`src/rtl/switch_debounce_if.sv`:
```
// Switch conditioning bus: raw pins in, debounced levels and one-cycle edge pulses out.
// The stimulus/consumer side takes master, the debouncer takes slave.
interface switch_debounce_if #(
  parameter int WIDTH = 4
);
  logic [WIDTH-1:0] sw_raw;
  logic [WIDTH-1:0] s;
  logic [WIDTH-1:0] s_rise;
  logic [WIDTH-1:0] s_fall;
  logic             s_changed;

  modport master (
    output sw_raw,
    input  s,
    input  s_rise,
    input  s_fall,
    input  s_changed
  );

  modport slave (
    input  sw_raw,
    output s,
    output s_rise,
    output s_fall,
    output s_changed
  );
endinterface

```
`src/rtl/switch_debounce.sv`:
```
// Per-channel synchronizer plus STABLE/SETTLING debounce FSM for raw DIP-switch pins.
// A new level is accepted once DEBOUNCE_CYCLES consecutive synchronized samples disagree with s.
module switch_debounce #(
  parameter int WIDTH           = 4,
  parameter int SYNC_STAGES     = 2,
  parameter int DEBOUNCE_CYCLES = 240000
) (
  input  logic             int_osc,
  input  logic             reset,
  switch_debounce_if.slave bus
);

  localparam int CNT_W = $clog2(DEBOUNCE_CYCLES + 1);
  localparam logic [CNT_W-1:0] CNT_ONE  = CNT_W'(1);
  localparam logic [CNT_W-1:0] CNT_LAST = CNT_W'(DEBOUNCE_CYCLES - 1);

  typedef enum logic {
    STABLE   = 1'b0,
    SETTLING = 1'b1
  } state_t;

  logic [WIDTH-1:0] level_vec;
  logic [WIDTH-1:0] rise_vec;
  logic [WIDTH-1:0] fall_vec;
  logic [WIDTH-1:0] commit_vec;
  logic             changed_reg;

  generate
    for (genvar gi = 0; gi < WIDTH; gi++) begin : g_ch
      logic [SYNC_STAGES-1:0] sync_reg;
      logic                   sw_sync;
      logic                   mismatch;
      state_t                 state_reg;
      logic [CNT_W-1:0]       count_reg;
      logic                   level_reg;
      logic                   rise_reg;
      logic                   fall_reg;

      always_ff @(posedge int_osc or negedge reset) begin
        if (!reset) begin
          sync_reg <= '0;
        end else begin
          sync_reg <= {sync_reg[SYNC_STAGES-2:0], bus.sw_raw[gi]};
        end
      end

      assign sw_sync  = sync_reg[SYNC_STAGES-1];
      assign mismatch = (sw_sync != level_reg);
      // count_reg holds the disagreeing samples already seen, so the current one is the last needed
      assign commit_vec[gi] = (state_reg == SETTLING) && mismatch && (count_reg >= CNT_LAST);

      always_ff @(posedge int_osc or negedge reset) begin
        if (!reset) begin
          state_reg <= STABLE;
          count_reg <= '0;
          level_reg <= 1'b0;
          rise_reg  <= 1'b0;
          fall_reg  <= 1'b0;
        end else begin
          rise_reg <= 1'b0;
          fall_reg <= 1'b0;
          case (state_reg)
            STABLE: begin
              if (mismatch) begin
                state_reg <= SETTLING;
                count_reg <= CNT_ONE;
              end else begin
                count_reg <= '0;
              end
            end
            SETTLING: begin
              if (!mismatch) begin
                state_reg <= STABLE;
                count_reg <= '0;
              end else if (commit_vec[gi]) begin
                state_reg <= STABLE;
                count_reg <= '0;
                level_reg <= sw_sync;
                rise_reg  <= sw_sync;
                fall_reg  <= ~sw_sync;
              end else begin
                count_reg <= count_reg + CNT_ONE;
              end
            end
            default: begin
              state_reg <= STABLE;
              count_reg <= '0;
            end
          endcase
        end
      end

      assign level_vec[gi] = level_reg;
      assign rise_vec[gi]  = rise_reg;
      assign fall_vec[gi]  = fall_reg;
    end
  endgenerate

  // Registered from the same commit condition so it lines up with the per-bit pulses
  always_ff @(posedge int_osc or negedge reset) begin
    if (!reset) begin
      changed_reg <= 1'b0;
    end else begin
      changed_reg <= |commit_vec;
    end
  end

  assign bus.s         = level_vec;
  assign bus.s_rise    = rise_vec;
  assign bus.s_fall    = fall_vec;
  assign bus.s_changed = changed_reg;

endmodule

```
`src/flat_wrapper.sv`:
```
// flat-port wrapper written by rule: the top's interface ports become plain ports
module switch_debounce_flat 
#(
  parameter int WIDTH           = 4,
  parameter int SYNC_STAGES     = 2,
  parameter int DEBOUNCE_CYCLES = 240000
)
  (int_osc, reset, bus_sw_raw, bus_s, bus_s_rise, bus_s_fall, bus_s_changed);
  switch_debounce_if #(.WIDTH(WIDTH)) bus_i ();
  input  logic int_osc;
  input  logic reset;
  input wire logic [$bits(bus_i.sw_raw)-1:0] bus_sw_raw;
  output wire logic [$bits(bus_i.s)-1:0] bus_s;
  output wire logic [$bits(bus_i.s_rise)-1:0] bus_s_rise;
  output wire logic [$bits(bus_i.s_fall)-1:0] bus_s_fall;
  output wire logic [$bits(bus_i.s_changed)-1:0] bus_s_changed;
  assign bus_i.sw_raw = bus_sw_raw;
  assign bus_s = bus_i.s;
  assign bus_s_rise = bus_i.s_rise;
  assign bus_s_fall = bus_i.s_fall;
  assign bus_s_changed = bus_i.s_changed;
  switch_debounce #(.WIDTH(WIDTH), .SYNC_STAGES(SYNC_STAGES), .DEBOUNCE_CYCLES(DEBOUNCE_CYCLES)) u_core (.int_osc(int_osc), .reset(reset), .bus(bus_i));
endmodule
```
`config.mk`:
```
export PLATFORM = sky130hd
export DESIGN_NAME = switch_debounce_flat
export DESIGN_NICKNAME = d
export VERILOG_FILES = /design/src/rtl/switch_debounce_if.sv /design/src/rtl/switch_debounce.sv /design/src/flat_wrapper.sv
export SDC_FILE = /design/constraint.sdc
export NUM_CORES = 1
export LEC_CHECK = 0
export ABC_AREA = 1
export CAP_MARGIN = 20
export CORE_MARGIN = 2
export CORE_UTILIZATION = 40
export DETAILED_ROUTE_END_ITERATION = 10
export DONT_BUFFER_PORTS = 1
export GPL_TIMING_DRIVEN = 0
export PLACE_DENSITY = 0.51
export SYNTH_ARGS = -nofsm -noshare
export SYNTH_HDL_FRONTEND = slang
export SYNTH_SLANG_ARGS = --single-unit
```
`constraint.sdc`:
```
create_clock -name int_osc -period 1.7 [get_ports int_osc]
set_input_delay 0.255 -clock int_osc [delete_from_list [all_inputs] [get_ports int_osc]]
set_output_delay 0.255 -clock int_osc [all_outputs]
set_load 0.02 [all_outputs]
```
### Yosys cells after proc, flatten, opt, wreduce, memory -nomap -nowiden

Index checks and enable logic that the tools add are counted.

| word-level totals | value |
|---|---|
| word-level logic and storage cells | 114 |
| register bits after elaboration | 97 |
| output and inout bits | 13 |
| input bits | 6 |

| cells by class | value |
|---|---|
| $lt $le $gt $ge | 4 |
| add/subtract/negate cells | 4 |
| reduce and logical (&&, ||, !) cells | 13 |
| equality and inequality tests | 4 |
| bitwise logic cells | 8 |
| mux-type cells | 56 |

Operators with widths:

| cell | count |
|---|---|
| 18-bit two-way mux | 8 |
| 18-bit case mux with 2 select lines | 4 |
| 18-bit by 1-bit adder with 18-bit output, second input constant | 4 |
| 18-bit >= comparator, second input constant | 4 |
| 1-bit two-way mux | 40 |
| 3-bit AND reduction | 4 |
| 1-bit logical AND | 8 |
| 1-bit NOT | 8 |
| 1-bit case mux with 2 select lines | 4 |
| 1-bit inequality test | 4 |
| 4-bit OR reduction | 1 |

### Depth between registers and ports, before layout

Gate-level depths: netlist of run 1.

| depth | value |
|---|---|
| depth in word-level cells | 6 |
| gate-level depth with buffers | 12 |
| mapped depth without buffers | 12 |

### Worst setup path after synthesis of run 1

OpenSTA, ideal clock, no wires.

| path | value |
|---|---|
| path kind | flip-flop to flip-flop |
| start point | register u_core.g_ch[2].count_reg[0] |
| end point | register u_core.g_ch[2].count_reg[16] |
| period minus slack after synthesis | 1.429 ns |
| stages on the path, launching flop included | 10 |
| setup time | 0.069 ns |
| setup slack | 0.271 ns |
| required time | 1.631 ns |
| arrival | 1.361 ns |
| buffers on the path | 1 |
| cells stage by stage | dfrtp_1 > ha_1 > nand2_1 > inv_1 > nand4_1 > nor2_2 > nor2_2 > nand2_4 > buf_8 > nor2_2 |

| between the ends | value |
|---|---|
| word-level cells in the longest chain between the ends | 5 |
| elaborated cells between the ends (all ways) | 6 |
| classes of those cells | add/sub: 1; order compare: 1; mux: 3; reduce/logical: 1 |

RTL lines:

| element | RTL line | source |
|---|---|---|
| start: declaration | switch_debounce.sv:34 | `logic [CNT_W-1:0] count_reg;` |
| start signal: assignment | switch_debounce.sv:82 | `count_reg <= count_reg + CNT_ONE;` |
| 18-bit >= comparator | switch_debounce.sv:50 | `assign commit_vec[gi] = (state_reg == SETTLING) && mismatch && (count_reg >= CNT_LAST);` |
| 1-bit logical AND | switch_debounce.sv:50 |  |
| 18-bit two-way mux * | switch_debounce.sv:75 | `end else if (commit_vec[gi]) begin` |
| 18-bit two-way mux * | switch_debounce.sv:72 | `if (!mismatch) begin` |
| 18-bit case mux with 2 select lines * | switch_debounce.sv:62 | `case (state_reg)` |

Every way passes the cells marked *; elsewhere a longest branch is shown, timed or not.
A chain may end at the register's enable or synchronous reset.

### Final worst setup path of run 1

| path | value |
|---|---|
| start point | register u_core.g_ch[3].count_reg[0] |
| end point | register u_core.g_ch[3].count_reg[6] |

| between the ends | value |
|---|---|
| word-level cells in the longest chain between the ends | 5 |
| elaborated cells between the ends (all ways) | 6 |
| classes of those cells | add/sub: 1; order compare: 1; mux: 3; reduce/logical: 1 |

RTL lines:

| element | RTL line |
|---|---|
| start: declaration | switch_debounce.sv:34 |
| start signal: assignment | switch_debounce.sv:82 |
| 18-bit >= comparator | switch_debounce.sv:50 |
| 1-bit logical AND | switch_debounce.sv:50 |
| 18-bit two-way mux * | switch_debounce.sv:75 |
| 18-bit two-way mux * | switch_debounce.sv:72 |
| 18-bit case mux with 2 select lines * | switch_debounce.sv:62 |

Marks and branches as above.

==> results summary, run 1 <==
The flow ran to the end, but the final reports show violations. The final reports fail on hold timing. The initial utilization of the core area, before any placement, comes to 0.409.

The largest individual stage delay along the critical path comes from the cell sky130_fd_sc_hd__dfrtp_1. The number of synthesis warnings came out at 0. The worst hold slack across all endpoints came out at -0.400 ns.

The largest single stage delay on the critical path is 0.43 ns. The most numerous cell type found on the critical path is sky130_fd_sc_hd__nor2_4. The clock period minus final worst setup slack is 1.58 ns. The worst setup timing slack at the placement stage is 0.0344 ns. The mean instance size in the synthesized netlist came out at about 8.4 um^2. Summed over all cells, the static leakage comes to 2.39 nW.

The post-CTS clock slew at the launch and capture registers of the worst setup and hold paths is roughly 0.060 ns. The master cell of the clock root buffer is sky130_fd_sc_hd__clkbuf_16. The DRC marker count from the first detailed-route iteration is 207. The share of the Yosys chip area taken by registers is 0.496.

The H-tree depth is 3. The number of maximum-capacitance constraint violations came out at 0. The filler cell count is roughly 1100. In this run, synthesis produced a sequential element count of between 90 and 100. Summing over every cut layer, the via total after detailed routing is between 3000 and 4000. The netlist uses 32 different library cells. The floorplan step set the die height to around 110 um.

The data arrival time of the critical path is 1.85 ns. By startpoint and endpoint, the worst setup path is classified as register to register. For this run, the top clock speed supported by timing is around 0.63 GHz.

In the post-synthesis netlist, the biggest area contributors are sky130_fd_sc_hd__dfrtp_1 (50%), sky130_fd_sc_hd__nand2_1 (9.3%), sky130_fd_sc_hd__nor2_1 (8.4%). The final worst-path setup slack came out at 0.120 ns. The peak supply drop is roughly 450 uV. The number of hold-slack violations in the final timing report is slightly below 100. The leading cell type in the layout, fill and taps excluded is sky130_fd_sc_hd__nand2_1. Measured on the finished design, the core utilization comes to 0.463.

The number of buffers inserted during clock tree synthesis came out at 9. The row count is 40. Counting every instance in the synthesized netlist gives roughly 590.

The slew of the pin with the lowest slew margin came out at around 0.47 ns. The sink count of the clock tree is 97. The remaining global-route overflow is 0.

The number of flip-flops in the largest register is 72. The pin count of the biggest net entering global routing is 98. The synthesis-to-layout area growth is 13.0%. The horizontal die dimension came out at roughly 110 um.

The count of flip-flops with a built-in enable after synthesis is 0. The per-cell routed wire length is 12.2 um. The share of final-layout standard cells stronger than drive strength 1 is 0.144. The number of antenna repair diodes came out at 0. The kind of end point of the critical path is a register. The endpoint identified for the worst register-to-register timing path is u_core.g_ch[3].count_reg[6]. The insertion delay to the later sink of the worst-skew pair came out at ~0.35 ns. When the netlist entered floorplanning its net count stood at 595.

The congestion estimate from routability-driven global placement came to 0.848. The number of antenna violations at the first check in global routing is 0. The DRC violation count after routing came out at 0. Of the available clock period, the critical path in the final layout requires 0.930. The first global-routing pass estimated 16000 um of wire. TritonCTS built the clock tree. During placement, the flow inserted port buffers numbering 0. The total power divided by cell area is roughly 840 nW/um^2. The critical path ends at u_core.g_ch[3].count_reg[6]. The data required time at the worst endpoint came out at about 2 ns.

Counting along the longest clock path gives a buffer depth of 2. The number of nets in the layout came out at 616. The half-perimeter wire length after detailed placement came out at 6200 um. Before antenna repair, the detailed router went through 4 iterations. The number of endpoints failing setup at the final stage came out at 0. The global routing usage summed across all routing layers came out at 0.154.

The fraction of registers with async set/reset came out at 1.00. The cell area after synthesis came out at around 5000 um^2. The slack of the worst reg-to-reg path came out at ~0.12 ns. The most used flip-flop cell after synthesis is sky130_fd_sc_hd__dfrtp_1. In the layout the commonest cells are sky130_fd_sc_hd__nand2_1 (120), sky130_fd_sc_hd__nor2_1 (109), sky130_fd_sc_hd__dfrtp_1 (97). The worst flop-to-flop path startpoint is u_core.g_ch[3].count_reg[0]. Measured against its own limit, the worst slew margin works out to 0.689. The wire length after detailed routing came out at 9230 um. The number of global-route vias before repair is 3530.

The critical path goes through ha_4 > nand3_4 > nor2_4 > nand2_1 > nor2_2 > nor2_4 > nand2_4 > buf_12 > nor3_1. Summed over all instances, the cell type with the most area after synthesis is sky130_fd_sc_hd__dfrtp_1. The post-route clock skew is between 0.007 and 0.008 ns.

STA classifies the critical path startpoint as a register. In this run, post-CTS hold repair placed 4 buffers. Counting cells, the worst reg-to-reg path comes to 9. The placeable core region is ~12000 um^2. The post-route antenna net violation count came out at 0. The final setup TNS came out at 0 ns. The via count normalized by instance count came out at 4.69. The highest fanout seen on the critical path is 7. Pin placement for this block handled 19 I/O pins.

The number of max-slew violations in the final report came out at 0. The floorplan die area came out at ~13000 um^2. The worst setup path startpoint is u_core.g_ch[3].count_reg[0].

The path class of the tightest hold or removal check is input pin to async pin. The fraction of post-synthesis cell area in the top cell type by area is 0.496.
## synthesized netlist by cell type, types with 2 or more instances
library cell,count
sky130_fd_sc_hd__o21ai_1,5
sky130_fd_sc_hd__a31oi_1,3
sky130_fd_sc_hd__xor2_1,26
sky130_fd_sc_hd__buf_6,2
sky130_fd_sc_hd__nand3_1,25
sky130_fd_sc_hd__nor2_1,110
sky130_fd_sc_hd__nor2_2,18
sky130_fd_sc_hd__dfrtp_1,97
sky130_fd_sc_hd__or2_2,4
sky130_fd_sc_hd__inv_1,61
sky130_fd_sc_hd__nor3_1,23
sky130_fd_sc_hd__nand3_2,5
sky130_fd_sc_hd__o21ai_0,13
sky130_fd_sc_hd__buf_4,13
sky130_fd_sc_hd__ha_1,4
sky130_fd_sc_hd__nor2_4,4
sky130_fd_sc_hd__and2_1,2
sky130_fd_sc_hd__a21oi_1,7
sky130_fd_sc_hd__nand2_4,2
sky130_fd_sc_hd__inv_2,4
sky130_fd_sc_hd__nand4_1,10
sky130_fd_sc_hd__nand2_1,121
sky130_fd_sc_hd__nand2_2,3
sky130_fd_sc_hd__nand3_4,2
sky130_fd_sc_hd__nor3_2,3
sky130_fd_sc_hd__xnor2_1,12
## final cells by class
type,count,area (um^2),share of cell area
Sequential cell,97,2430,0.439
Multi-Input combinational cell,407,2130,0.385
Clock buffer,13,250,0.0452
Inverter,65,244,0.0441
Tap cell,147,184,0.0332
Buffer,17,149,0.0269
Timing Repair Buffer,9,108,0.0194
Clock inverter,3,40.0,0.00723
## per-layer routing
layer	GRT usage	share of wire
met4	0.0488	0.014
met5	0	0
met1	0.200	0.49
met3	0.0476	0.031
met2	0.247	0.46
## power breakdown
group | total [W] | internal (W) | switching, W
clock | 0.00202 | 0.00118 | 0.000840
combinational | 0.000238 | 0.000105 | 0.000134
sequential | 0.00239 | 0.00236 | 0.0000356
## worst min-delay path by stage
| stage | startpoint | endpoint | slack, ns | cells past startpoint |
|---|---|---|---|---|
| CTS | reset | u_core.g_ch[0].count_reg[11] | -0.42 | 0 |
| floorplan | reset | u_core.bus.s_changed | -0.04 | 0 |
| global placement | reset | u_core.g_ch[0].count_reg[16] | -0.04 | 0 |
| detailed placement | reset | u_core.g_ch[0].count_reg[16] | -0.04 | 0 |
| finish | reset | u_core.g_ch[0].count_reg[8] | -0.40 | 0 |
| global route | reset | u_core.g_ch[0].count_reg[16] | -0.42 | 0 |
## per-stage QoR
step	cells	total power, W	cell area (um^2)	hold WS, ns
after global placement	732	0.00262	5080	-0.0381
after CTS	752	0.00470	5410	-0.418
after detailed placement	732	0.00263	5080	-0.0379
final	758	0.00465	5530	-0.400
after global routing	758	0.00485	5530	-0.422
after floorplan	585	0.00257	4900	-0.0406
## what timing repair did
action / in CTS / in global routing
endpoints found under the hold margin: 101 / 97
gates resized for setup: 0 / 12
endpoints found under the setup margin: 0 / 30
buffers inserted: 0 / 4
## worst max-delay path: cells and delay by family (launching register included)
family                     cells  cell delay [ns]
adders and majority gates      1             0.20
buffers and inverters          1             0.17
DFF                            1             0.43
and+or+nand+nor                7             0.69
## cell families after synthesis
kind of cell | Yosys count | share of synthesized area
adders and majority gates | 4 | 0.0102
buffers and inverters | 82 | 0.0784
and+or+nand+nor | 334 | 0.315
xor gates and xnor gates | 38 | 0.0680
DFF | 97 | 0.496
AOI/OAI and AO/OA | 30 | 0.0324
Note: power is estimated with default switching activity, not from simulation.
==> inputs of run 2 (changes only) <==
--- a/config.mk
+++ b/config.mk
@@ -7,7 +7,6 @@
 export LEC_CHECK = 0
 export ABC_AREA = 1
 export CAP_MARGIN = 20
-export CORE_MARGIN = 2
 export CORE_UTILIZATION = 40
 export DETAILED_ROUTE_END_ITERATION = 10
 export DONT_BUFFER_PORTS = 1
==> run 2 against run 1 <==
The flow still finishes with violations (hold timing). Wire length down 2.9%. Sequential share of layout area grew 0.40 points. Non-clock buffer count grew 3. Core utilization decreased by 0.42 points. Clock skew down 0.0048 ns. First-iteration DRC count unchanged. Worst hold slack gained 0.0022 ns. Clock power decreased by 9%. Flip-flop and latch count is the same. Total power fell by 4.3%. Die area is 3.5% lower. Count of clock-buffer cells in the layout decreased by 2. Critical path type unchanged. Largest cell class unchanged.
==> results summary, run 2 (synthesized netlist as in run 1, its figures left out) <==
The count of input and output buffers is 0 (unchanged). The total number of vias is 3569 (+0.45%). The filler cell count was 1172 (+3.0%).

The number of antenna repair diodes came out at 0 (unchanged). The clock period minus final worst setup slack was 1.56 ns (-0.0214 ns). The floorplan die area came to 12700 um^2 (-3.5%). The insertion delay to the later sink of the worst-skew pair came out at 0.34 ns (about the same). The flow ran to the end, but the final reports show violations. The pin count of the biggest net entering global routing came to 98 (unchanged).

The via count normalized by instance count is 4.70 (+0.32%). The flip-flop and latch area came out at 2430 um^2 (unchanged). The sort of element at the start of the critical path is a register. The number of hold buffers added after CTS is 4 (unchanged).

The leading cell type in the layout, fill and taps excluded is sky130_fd_sc_hd__nand2_1. The post-route clock skew came to 0.00315 ns (-0.00484 ns). The DRC marker count from the first detailed-route iteration came to 207 (unchanged).

The static leakage was 2.39 nW (+0.26%). The total power divided by cell area came out at 811 nW/um^2 (-3.4%). The number of global-route vias before repair was 3457 (-2.1%).

The worst setup path is captured at a register. The data arrival time of the critical path is 1.79 ns (-0.06 ns). The total buffers and inverters traversed by the critical path is 0 (-1).

The placed instance area came out at 5080 um^2 (unchanged). The critical path is of the register to register type. The detailed route wirelength on metal3 is 298 um (+3.8%). The delay of the slowest cell on the worst path came out at 0.40 ns (-0.03 ns).

The DRC violation count after routing is 0 (unchanged). The number of top-level design ports came out at 19 (unchanged). The peak clock frequency supported by timing is 0.641 GHz (+1.4%).

The share of the core filled with cells in the final layout came out at 0.458 (-0.00418). The peak supply drop came out at 587 uV (+29%). The remaining global-route overflow is 0 (unchanged).

The number of antenna violations at the first check in global routing came out at 0 (unchanged). The placeable core region came out at 12000 um^2 (unchanged). Relative to the synthesized area, the layout overhead comes to 12.0%. The half-perimeter wire length after detailed placement was 6200 um (about the same).

The number of hold-slack violations in the final timing report is 97 (unchanged). TritonCTS built the clock tree. The worst setup path startpoint is u_core.g_ch[3].count_reg[0]. The maximum clock path buffer count is 2 (unchanged).

The cell at the slowest stage of the critical path is sky130_fd_sc_hd__dfrtp_1. The total area of multi-input combinational cells came out at 2120 um^2 (-0.70%). The sink count of the clock tree came out at 97 (unchanged).

The worst flop-to-flop path startpoint is u_core.g_ch[3].count_reg[0]. The count of placed standard cells including taps came out at 732 (unchanged). Leaving out fill and tap cells, the most frequent cells in the layout are sky130_fd_sc_hd__nand2_1 (120), sky130_fd_sc_hd__nor2_1 (109), sky130_fd_sc_hd__dfrtp_1 (97). The post-route antenna net violation count is 0 (unchanged).

The data required time at the worst endpoint came to 1.93 ns (-0.04 ns). The highest fanout seen on the critical path came out at 4 (-3). The critical path goes through ha_2 > nand3_4 > nor2_4 > nand2_1 > nor2_2 > nor2_4 > nor2_1 > nor2_1 > nand2_1. The final reports fail on hold timing.

The post-CTS clock slew at the launch and capture registers of the worst setup and hold paths was 0.06 ns (about the same). The number of buffers inserted during clock tree synthesis is 9 (unchanged). The headroom to the max-slew limit is 0.720 (+0.0318).

The horizontal die dimension is 113 um (-1.7%). The kind of cell with the highest combined delay along the critical path is simple AND/OR/NAND/NOR gates. The worst hold slack across all endpoints came to -0.398 ns (+0.00218 ns). The met1 routed wirelength after detailed routing came out at 4420 um (-3.2%).

The post-layout instance area is 5480 um^2 (-0.90%). The per-cell routed wire length is 11.8 um (-3.0%). The number of nets in the layout came out at 618 (+0.32%). The final worst-path cycle share was 0.917 (-0.0126). The row count was 40 (unchanged). The number of max-slew violations in the final report came out at 0 (unchanged). The type of the tightest min-delay check is input pin to async pin.

The wire length of the first global-routing pass is 16000 um (about the same). The final setup TNS came out at 0 ns (unchanged). The number of flip-flops in the largest register came out at 72 (unchanged). The number of standard cells in the layout, taps in and fillers out is 759 (+0.13%).

The number of maximum-capacitance constraint violations came out at 0 (unchanged). The number of endpoints failing setup at the final stage is 0 (unchanged). The total met2 wirelength after detailed routing is 4130 um (-2.9%).

Clock tree synthesis selected as its root buffer the cell sky130_fd_sc_hd__clkbuf_16. Routed signal wires occupy layers up through met4. The share of final-layout standard cells stronger than drive strength 1 is 0.147 (+0.00303). The height of the chip came out at 113 um (-1.7%). The H-tree depth is 3 (unchanged). The global routing usage summed across all routing layers came out at 0.160 (+0.00525). The effective utilization at floorplan is 0.409 (unchanged). The slew of the pin with the lowest slew margin came out at 0.418 ns (-0.0475 ns). The count of TritonRoute iterations in the first routing pass was 5 (+1). The placer congestion estimate is 0.864 (+1.9%). The wire length after detailed routing came out at 8960 um (-2.9%).
==> run 2: worst paths after layout <==
path	cells after the start	slack [ns]	end
max	9	0.14	u_core.bus.s_changed
min	0	-0.40	u_core.g_ch[0].count_reg[14]
max reg2reg	9	0.14	u_core.bus.s_changed
min reg2reg	0	0.35	u_core.g_ch[3].sync_reg[1]
max in group asynchronous	0	1.94	u_core.g_ch[3].count_reg[6]
min in group int_osc	0	0.35	u_core.g_ch[3].sync_reg[1]
==> run 2: routing by layer <==
metal	vias to the layer above	GRT usage
li1	1858	-
met1	1664	0.202
met2	38	0.258
met3	9	0.0556
met4	0	0.0471
met5	-	0
==> run 2: stage by stage <==
| stage | hold WS (ns) | power (W) | setup slack [ns] |
|---|---|---|---|
| 2_1_floorplan | -0.0406 | 0.00257 | 0.271 |
| 3_3_place_gp | -0.0382 | 0.00262 | 0.0193 |
| 3_5_place_dp | -0.0377 | 0.00262 | 0.00779 |
| 4_1_cts | -0.414 | 0.00451 | 0.00602 |
| 5_1_grt | -0.423 | 0.00466 | -0.00212 |
| 6_report | -0.398 | 0.00445 | 0.141 |
==> run 2: final cells by class <==
class | count | share of cell area
Sequential cell | 97 | 0.443
Multi-Input combinational cell | 406 | 0.386
Inverter | 65 | 0.0445
Clock buffer | 11 | 0.0443
Tap cell | 147 | 0.0335
Buffer | 17 | 0.0272
Timing Repair Buffer | 12 | 0.0183
Clock inverter | 4 | 0.00365
==> run 2: timing repair <==
item | CTS | global route
buffers inserted | 0 | 8
endpoints found under the hold margin | 101 | 97
gates resized for setup | 0 | 11
endpoints found under the setup margin | 0 | 31
==> run 2: worst reg2reg max path: cells and delay by family, from the launching register on <==
family / cells / cell delay, ns
adder cells (fa/ha/maj): 1 / 0.22
flip-flops: 1 / 0.40
AND/OR/NAND/NOR: 8 / 0.81
==> run 2: report_power, final <==
part | total (W) | switching, W | internal [W]
Clock | 0.00184 | 0.000831 | 0.00101
Sequential | 0.00239 | 0.0000313 | 0.00236
Combinational | 0.000215 | 0.000127 | 0.0000880
